`src/rtl/fft_pkg.sv`:
```
`default_nettype none
// ============================================================================
// Module      : fft_pkg
// Description : Shared types and helpers for the FFT output reorder buffer.
//               Default sample width, complex sample type, bit reversal.
// Revision    : 1.0 - initial release
// ============================================================================
package fft_pkg;

    // Default width of one real or imaginary sample
    localparam int c_data_width_default = 16;

    // Widest index the bit-reversal helper can handle
    localparam int c_bitrev_bits = 16;

    // Complex sample at the default width
    typedef struct packed {
        logic [c_data_width_default-1:0] re;
        logic [c_data_width_default-1:0] im;
    } cplx_t;

    // Reverse the low log2n bits of index; upper result bits are zero
    function automatic logic [c_bitrev_bits-1:0] bitrev(
        input logic [c_bitrev_bits-1:0] index,
        input int                       log2n
    );
        logic [c_bitrev_bits-1:0] rev;
        rev = '0;
        for (int i = 0; i < c_bitrev_bits; i++) begin
            if (i < log2n) begin
                rev = {rev[c_bitrev_bits-2:0], index[i]};
            end
        end
        return rev;
    endfunction

endpackage
`default_nettype wire

```
`src/rtl/fft_reorder.sv`:
```
`default_nettype none
// ============================================================================
// Module      : fft_reorder
// Description : Ping-pong reorder buffer turning a bit-reversed FFT output
//               stream into natural bin order, valid/ready on both sides.
// Revision    : 1.0 - initial release
// ============================================================================
module fft_reorder
    import fft_pkg::*;
#(
    parameter int DATA_WIDTH = c_data_width_default,
    parameter int N          = 16
) (
    input  logic                  clk,
    input  logic                  rst,
    input  logic                  in_valid,
    output logic                  in_ready,
    input  logic [DATA_WIDTH-1:0] in_re,
    input  logic [DATA_WIDTH-1:0] in_im,
    input  logic                  in_last,
    output logic                  out_valid,
    input  logic                  out_ready,
    output logic [DATA_WIDTH-1:0] out_re,
    output logic [DATA_WIDTH-1:0] out_im,
    output logic                  out_last,
    output logic                  frame_err
);

    localparam int              c_aw       = $clog2(N);
    localparam logic [c_aw-1:0] c_last_idx = c_aw'(N - 1);

    typedef struct packed {
        logic [DATA_WIDTH-1:0] re;
        logic [DATA_WIDTH-1:0] im;
    } sample_t;

    // Two banks of N samples; the bank index is the outer dimension
    sample_t r_mem [0:1][0:N-1];

    logic [1:0]            r_full;
    logic                  r_wbank;
    logic                  r_rbank;
    logic [c_aw-1:0]       r_wr_cnt;
    logic [c_aw-1:0]       r_rd_cnt;
    logic                  r_out_valid;
    logic [DATA_WIDTH-1:0] r_out_re;
    logic [DATA_WIDTH-1:0] r_out_im;
    logic                  r_out_last;
    logic                  r_frame_err;

    logic                  w_in_hs;
    logic                  w_wr_wrap;
    logic [c_aw-1:0]       w_wr_addr;
    logic                  w_load;
    logic                  w_rd_wrap;
    logic [1:0]            w_full_nxt;
    sample_t               w_rd_word;

    // A bank is writable only while its full flag is clear
    assign in_ready  = ~r_full[r_wbank];
    assign w_in_hs   = in_valid & in_ready;
    assign w_wr_wrap = w_in_hs & (r_wr_cnt == c_last_idx);
    assign w_wr_addr = c_aw'(bitrev(c_bitrev_bits'(r_wr_cnt), c_aw));

    // Load the output register whenever it is empty or being drained
    assign w_load    = r_full[r_rbank] & (~r_out_valid | out_ready);
    assign w_rd_wrap = w_load & (r_rd_cnt == c_last_idx);
    assign w_rd_word = r_mem[r_rbank][r_rd_cnt];

    // Fill and drain of a bank in the same cycle always hit different banks
    always_comb begin
        w_full_nxt = r_full;
        if (w_wr_wrap) begin
            w_full_nxt[r_wbank] = 1'b1;
        end
        if (w_rd_wrap) begin
            w_full_nxt[r_rbank] = 1'b0;
        end
    end

    // Sample storage, written at the bit-reversed position; never reset
    always_ff @(posedge clk) begin
        if (w_in_hs) begin
            r_mem[r_wbank][w_wr_addr] <= {in_re, in_im};
        end
    end

    // Write-side counters, bank select and framing check
    always_ff @(posedge clk) begin
        if (rst) begin
            r_wr_cnt    <= '0;
            r_wbank     <= 1'b0;
            r_frame_err <= 1'b0;
        end else if (w_in_hs) begin
            r_wr_cnt <= w_wr_wrap ? '0 : r_wr_cnt + 1'b1;
            if (w_wr_wrap) begin
                r_wbank <= ~r_wbank;
            end
            if (in_last != (r_wr_cnt == c_last_idx)) begin
                r_frame_err <= 1'b1;
            end
        end
    end

    // Bank full flags
    always_ff @(posedge clk) begin
        if (rst) begin
            r_full <= 2'b00;
        end else begin
            r_full <= w_full_nxt;
        end
    end

    // Read-side counters and bank select
    always_ff @(posedge clk) begin
        if (rst) begin
            r_rd_cnt <= '0;
            r_rbank  <= 1'b0;
        end else if (w_load) begin
            r_rd_cnt <= w_rd_wrap ? '0 : r_rd_cnt + 1'b1;
            if (w_rd_wrap) begin
                r_rbank <= ~r_rbank;
            end
        end
    end

    // Output register: load in natural order, hold under backpressure
    always_ff @(posedge clk) begin
        if (rst) begin
            r_out_valid <= 1'b0;
            r_out_re    <= '0;
            r_out_im    <= '0;
            r_out_last  <= 1'b0;
        end else if (w_load) begin
            r_out_valid <= 1'b1;
            r_out_re    <= w_rd_word.re;
            r_out_im    <= w_rd_word.im;
            r_out_last  <= (r_rd_cnt == c_last_idx);
        end else if (out_ready) begin
            r_out_valid <= 1'b0;
        end
    end

    assign out_valid = r_out_valid;
    assign out_re    = r_out_re;
    assign out_im    = r_out_im;
    assign out_last  = r_out_last;
    assign frame_err = r_frame_err;

endmodule
`default_nettype wire
```
`config.mk`:
```
export PLATFORM = sky130hd
export DESIGN_NAME = fft_reorder
export DESIGN_NICKNAME = d
export VERILOG_FILES = /design/src/rtl/fft_pkg.sv /design/src/rtl/fft_reorder.sv
export SDC_FILE = /design/constraint.sdc
export NUM_CORES = 1
export LEC_CHECK = 0
export ABC_CLOCK_PERIOD_IN_PS = 4000
export CAP_MARGIN = 20
export CORE_MARGIN = 1
export CORE_UTILIZATION = 35
export DETAILED_ROUTE_END_ITERATION = 7
export DONT_BUFFER_PORTS = 1
export GPL_ROUTABILITY_DRIVEN = 0
export SKIP_LAST_GASP = 1
export SLEW_MARGIN = 15
export SYNTH_ARGS = -nofsm -noshare
export SYNTH_HDL_FRONTEND = slang
export SYNTH_SLANG_ARGS = --single-unit
```
`constraint.sdc`:
```
create_clock -name clk -period 4 [get_ports clk]
set_input_delay 0.8 -clock clk [delete_from_list [all_inputs] [get_ports clk]]
set_output_delay 0.8 -clock clk [all_outputs]
set_load 0.03 [all_outputs]
```
# ---- Word level (Yosys, flattened, before mapping)
# Memories as Yosys holds them, arrays and structs flattened. A register that Yosys moved wholly into a read port is not among the register bits.
# Cells that the tools add are included.
dict set report totals {
  register_bits 47
  ram_bits 1024
  in_bits 37
  output_inout_bits 36
  word_cells 67
  mem_count 1
}
# memory words word_bits read_ports rd_clocked_by_memory_dff wr line
set mem_list {}
lappend mem_list {r_mem 2 512 1 1 1 fft_reorder.sv:38} ;# sample_t r_mem [0:1][0:N-1];
dict set report op_classes {
  addsub 2
  n_lt_le_gt_ge 7
  n_eq_ne 3
  mux 23
  bitwise 14
  reduce_logical 7
}
# op count
set op_table {}
lappend op_table {{$mux 512} 1}
lappend op_table {{$bmux 32 s4} 1}
lappend op_table {{$demux 32 s4} 1}
lappend op_table {{$mux 32} 3}
lappend op_table {{$mux 1} 11}
lappend op_table {{$ge 5x5->1 const B} 2}
lappend op_table {{$not 4->5} 2}
lappend op_table {{$add 4x1->4 const B} 2}
lappend op_table {{$eq 4x4->1 const B} 2}
lappend op_table {{$mux 4} 2}
lappend op_table {{$reduce_and 2->1} 3}
lappend op_table {{$lt 5x1->1 const B} 1}
lappend op_table {{$and 1x1->1} 4}
lappend op_table {{$lt 1x2->1 const B} 2}
lappend op_table {{$mux 2} 2}
lappend op_table {{$not 1->1} 4}
lappend op_table {{$logic_and 1x1->1} 3}
lappend op_table {{$and 2x2->2} 1}
lappend op_table {{$demux 1 s1} 2}
lappend op_table {{$ge 1x1->1 const B} 2}
lappend op_table {{$not 2->2} 1}
lappend op_table {{$or 2x2->2} 1}
lappend op_table {{$reduce_bool 2->1} 1}
lappend op_table {{$ne 1x1->1} 1}
lappend op_table {{$or 1x1->1} 1}

# ---- Depth between registers and ports, before layout
dict set report depth {
  word_depth 8
  depth_mapped 8
  ltp_nobuf 5
}

# ---- Worst setup path after synthesis
# OpenSTA, ideal clock, no wires.
dict set report synth_path {
  kind {register to register}
  from {register r_wbank}
  to {memory r_mem[0][256] (netlist bit) (enable)}
  setup_time_ns 0.461
  t_arrival_ns 3.915
  setup_slack_ns -0.376
  path_stages_with_launch 6
  n_path_buf 1
  synth_period_minus_slack_ns 4.376
  path_cell_list {dfxtp_1 mux2i_1 and2_1 clkbuf_1 nand2_1 nor3_1}
}
dict set report synth_between {
  elab_chain_cells 6
}
# item line
set synth_rtl {}
lappend synth_rtl {{start, declared} fft_reorder.sv:41} ;# logic r_wbank;
lappend synth_rtl {{start signal, assigned} fft_reorder.sv:97} ;# r_wbank <= ~r_wbank;
lappend synth_rtl {{$mux 1 (not written as such) (2 in a row)} fft_reorder.sv:60} ;# assign in_ready = ~r_full[r_wbank];
lappend synth_rtl {{$not 1->1} fft_reorder.sv:60}
lappend synth_rtl {{named net in_ready} fft_reorder.sv:17} ;# output logic in_ready,
lappend synth_rtl {{$and 1x1->1} fft_reorder.sv:61} ;# assign w_in_hs = in_valid & in_ready;
lappend synth_rtl {{$mux 1} fft_reorder.sv:83} ;# if (w_in_hs) begin
lappend synth_rtl {{$mux 512 (not written as such)} fft_reorder.sv:84} ;# r_mem[r_wbank][w_wr_addr] <= {in_re, in_im};
lappend synth_rtl {{end, declared} fft_reorder.sv:38}
# The timed path passes the listed nets, and every way through them passes these cells. The select of a mux whose other input is x is not followed.

# ---- Final worst setup path
dict set report layout_path {
  from {register r_rd_cnt[0]}
  to {register r_out_im[10] (netlist: out_im[10])}
}
dict set report layout_between {
  elab_chain_cells 4
}
# item line
set layout_rtl {}
lappend layout_rtl {{start, declared} fft_reorder.sv:44} ;# logic [c_aw-1:0] r_rd_cnt;
lappend layout_rtl {{start signal, assigned} fft_reorder.sv:120} ;# r_rd_cnt <= w_rd_wrap ? '0 : r_rd_cnt + 1'b1;
lappend layout_rtl {{$not 4->5 (not written as such)} fft_reorder.sv:68} ;# assign w_rd_word = r_mem[r_rbank][r_rd_cnt];
lappend layout_rtl {{$bmux 32 s4} fft_reorder.sv:68}
lappend layout_rtl {{$mux 32 (not written as such) (2 in a row)} fft_reorder.sv:68}
lappend layout_rtl {{end signal, assigned} fft_reorder.sv:137} ;# r_out_im <= w_rd_word.im;
lappend layout_rtl {{end, declared} fft_reorder.sv:47} ;# logic [DATA_WIDTH-1:0] r_out_im;
# No other way between the ends. The select of a mux whose other input is x is not followed.
# A chain may end at the register's enable or synchronous reset.

==> key figures <==
Finish
  • Commonest non-fill, non-tap cell in the layout: edfxtp_1
  • Final instance area: 46820 um^2
  • Area occupied by registers: 31720 um^2
  • Fillcell total: 9871
  • Antenna diode count: 0
  • Multi-input combinational cell area: 8603 um^2
  • P&R area growth vs syn: 15.45%
  • Share of cells above drive strength 1: 0.2291
  • Commonest cells after routing, fill and taps aside: 1024 x edfxtp_1, 163 x mux2i_1, 160 x mux4_2
  • Final Net Count: 2066
  • Non-filler cells, final: 3629

Die
  • Die width: 342.4 um
  • Die area: 117200 um^2
  • Io pins: 73
  • Die Ht: 342.4 um
  • Initial Util: 0.3537
  • Site Rows: 124
  • Floorplan Core Area: 114700 um^2

Timing
  • Total negative setup slack: 0 ps
  • Final Skew: 23.45 ps
  • Setup violators final: 0
  • Max-slew violations: 0
  • Final min period: 3173 ps
  • Fmax: 315.1 MHz
  • Final Cycle Share: 0.7933
  • Rel. slew slack: 0.3005
  • RSZ-0062 raised after global routing: false
  • Worst-Margin Slew: 1046 ps
  • Final Hold Vio Count: 0

Place
  • DP Wirelength: 59030 um
  • Port Buffers: 0
  • Placement Cell Area: 43280 um^2
  • Dpl cells: 3429

Synth
  • Main flop type after synthesis: edfxtp_1
  • Cell taking the most area after synthesis: edfxtp_1
  • Synth async-reset ratio: 0
  • EDFF count, synth: 1024
  • Synth Instances: 1943
  • Warnings, synthesis: 0
  • Post-Synthesis Cell Area: 40550 um^2
  • Syn nets: 1985
  • Seq/Total Area, Yosys: 0.7819
  • Top post-synthesis cells by area: edfxtp_1 76%, mux4_2 8.9%, mux2i_1 4.0%
  • Synth cell types: 38
  • Avg Cell Area, Syn: 20.87 um^2
  • Synth top area share: 0.7582
  • Number of synthesized register bits: 1072

Worst setup path
  • Worst EP arrival: 3780 ps
  • Worst Setup End Kind: register
  • CP cell instances: nand3b_1, buf_4, o22a_1, o2111ai_1, a32o_1
  • CP peak stage delay: 910 ps
  • Critical Path RT: 4600 ps
  • CP Max Fanout: 26
  • CP max-delay cell: nand3b_1
  • Critical path launch point type: register
  • Critical path type: register to register

Global route
  • GRT Residual Overflow: 0
  • First-pass GRT wire length: 145700 um
  • Total Routing Usage GR: 0.1731
  • Largest net degree at the start of global routing: 57
  • Antenna violations before repair: 0
  • Vias in the first global route: 20490

Clocking
  • CTS tree: yes
  • CTS clock-pin slew for the worst setup and hold paths: 60 ps
  • CTS Buf Count: 105
  • Post-cts sizing count: 0
  • Post-CTS setup buffers: 0
  • H-tree levels: 3
  • Hold_buf cts: 0
  • Worst-case clock buffer depth: 3
  • Clk_lat worst skew: 670 ps
  • Clk sinks: 1072
  • CTS Root Cell: clkbuf_16

Route
  • DR vias: 19830
  • Initial DRC Count: 1866
  • DR vias/cell: 5.465
  • # DRC: 2
  • Final ANT Viol Nets: 0
  • First-pass iteration count of the detailed router: 8
  • Post-detailed-route wirelength per cell: 28.08 um
  • Final WL: 101900 um

Power and ir drop
  • Sequential power share: 0.547
  • Leakage power figure: 13.78 nW
  • Sw frac: 0.1885
  • Comb power frac: 0.010
  • P_sw: 0.004262 W
  • Pint: 0.01835 W
  • Pwr Density: 482.9 nW/um^2
  • Clock network fraction of total power: 0.443
  • VDD IR max: 0.3066 mV

Run
  • Max-cap viol count: 0

Hold path
  • HP Class: input pin to register

Run status
  • Failing checks: DRC
  • Run status: complete, but fails checks
[routing by layer]
| metal | share of wire | track usage | vias to the layer above |
|---|---|---|---|
| met5 | 0 | 0 | - |
| li1 | - | - | 8328 |
| met2 | 0.51 | 0.2986 | 676 |
| met3 | 0.067 | 0.03257 | 162 |
| met1 | 0.40 | 0.2166 | 10670 |
| met4 | 0.031 | 0.06241 | 0 |
[cell families after synthesis]
| group | synth area share |
|---|---|
| and+or+nand+nor | 0.01771 |
| DFF | 0.7819 |
| adders and majority gates | 0.001543 |
| buffers and inverters | 0.01330 |
| muxes | 0.1380 |
| xor gates and xnor gates | 0.001512 |
| AOI/OAI and AO/OA | 0.04603 |
[per-stage QoR]
step / worst slack [ps] / power [W] / util / hold slack, ps
after detailed placement: 891.9 / 0.01284 / 0.3775 / 582.5
after global routing: 748.2 / 0.02320 / 0.4084 / 180.5
after CTS: 864.6 / 0.02278 / 0.4084 / 161.2
after global placement: 946.0 / 0.01283 / 0.3771 / 579.3
after floorplan: 532.1 / 0.01274 / - / 545.2
final: 826.8 / 0.02261 / 0.4084 / 200.9
[cell type report]
class                      instances  area share
sequential                      1072      0.6775
multi-input combinational        750      0.1837
clock buffer                     147     0.06456
tap                             1512     0.04040
timing repair buffer              89     0.02226
clock inverter                    53     0.01106
inverter                           6   0.0004810
[final timing paths]
kind | from | end | slack (ps) | depth (start not counted)
min reg2reg | r_full[0]$_SDFF_PP0_ | r_full[0]$_SDFF_PP0_ | 600 | 1
min | rst | r_rd_cnt[1]$_SDFFE_PP0P_ | 200 | 1
max | r_rd_cnt[0]$_SDFFE_PP0P_ | out_im[10]$_SDFFE_PP0P_ | 830 | 5
max reg2reg | r_rd_cnt[0]$_SDFFE_PP0P_ | out_im[10]$_SDFFE_PP0P_ | 830 | 5
[Yosys cell counts, drive strengths merged (8+ instances only)]
cell type and count:
o2111ai 31, nand2 41, nor2 41, o22a 62, clkbuf 58, edfxtp 1024, dfxtp 48, mux2i 163
buf 57, a22oi 62, nor3 8, mux2 32, mux4 160, a32o 32, nand4 32, a21oi 39
[flip-flops by register name, summed over array words and instances (netlist names), named ones only]
| register | count |
|---|---|
| frame_err | 1 |
| out_im | 16 |
| out_last | 1 |
| out_re | 16 |
| out_valid | 1 |
| r_full | 2 |
| r_mem | 1024 |
| r_rbank | 1 |
| r_rd_cnt | 4 |
| r_wbank | 1 |
| r_wr_cnt | 4 |
[power by group through the flow]
stage | logic [W] | registers (W) | clock network (W)
6_report | 0.000229 | 0.0124 | 0.0100
3_5_place_dp | 0.000230 | 0.0126 | 0
4_1_cts | 0.000230 | 0.0124 | 0.0102
2_1_floorplan | 0.000131 | 0.0126 | 0
3_3_place_gp | 0.000227 | 0.0126 | 0
5_1_grt | 0.000240 | 0.0124 | 0.0106
[worst max-delay path, delay by kind of cell (launching register included)]
kind	cells	cell delay [ps]
simple gates	1	910
flops	1	900
compound gates	3	770
buf+inv	1	520
Note: power is estimated with default switching activity, not from simulation.
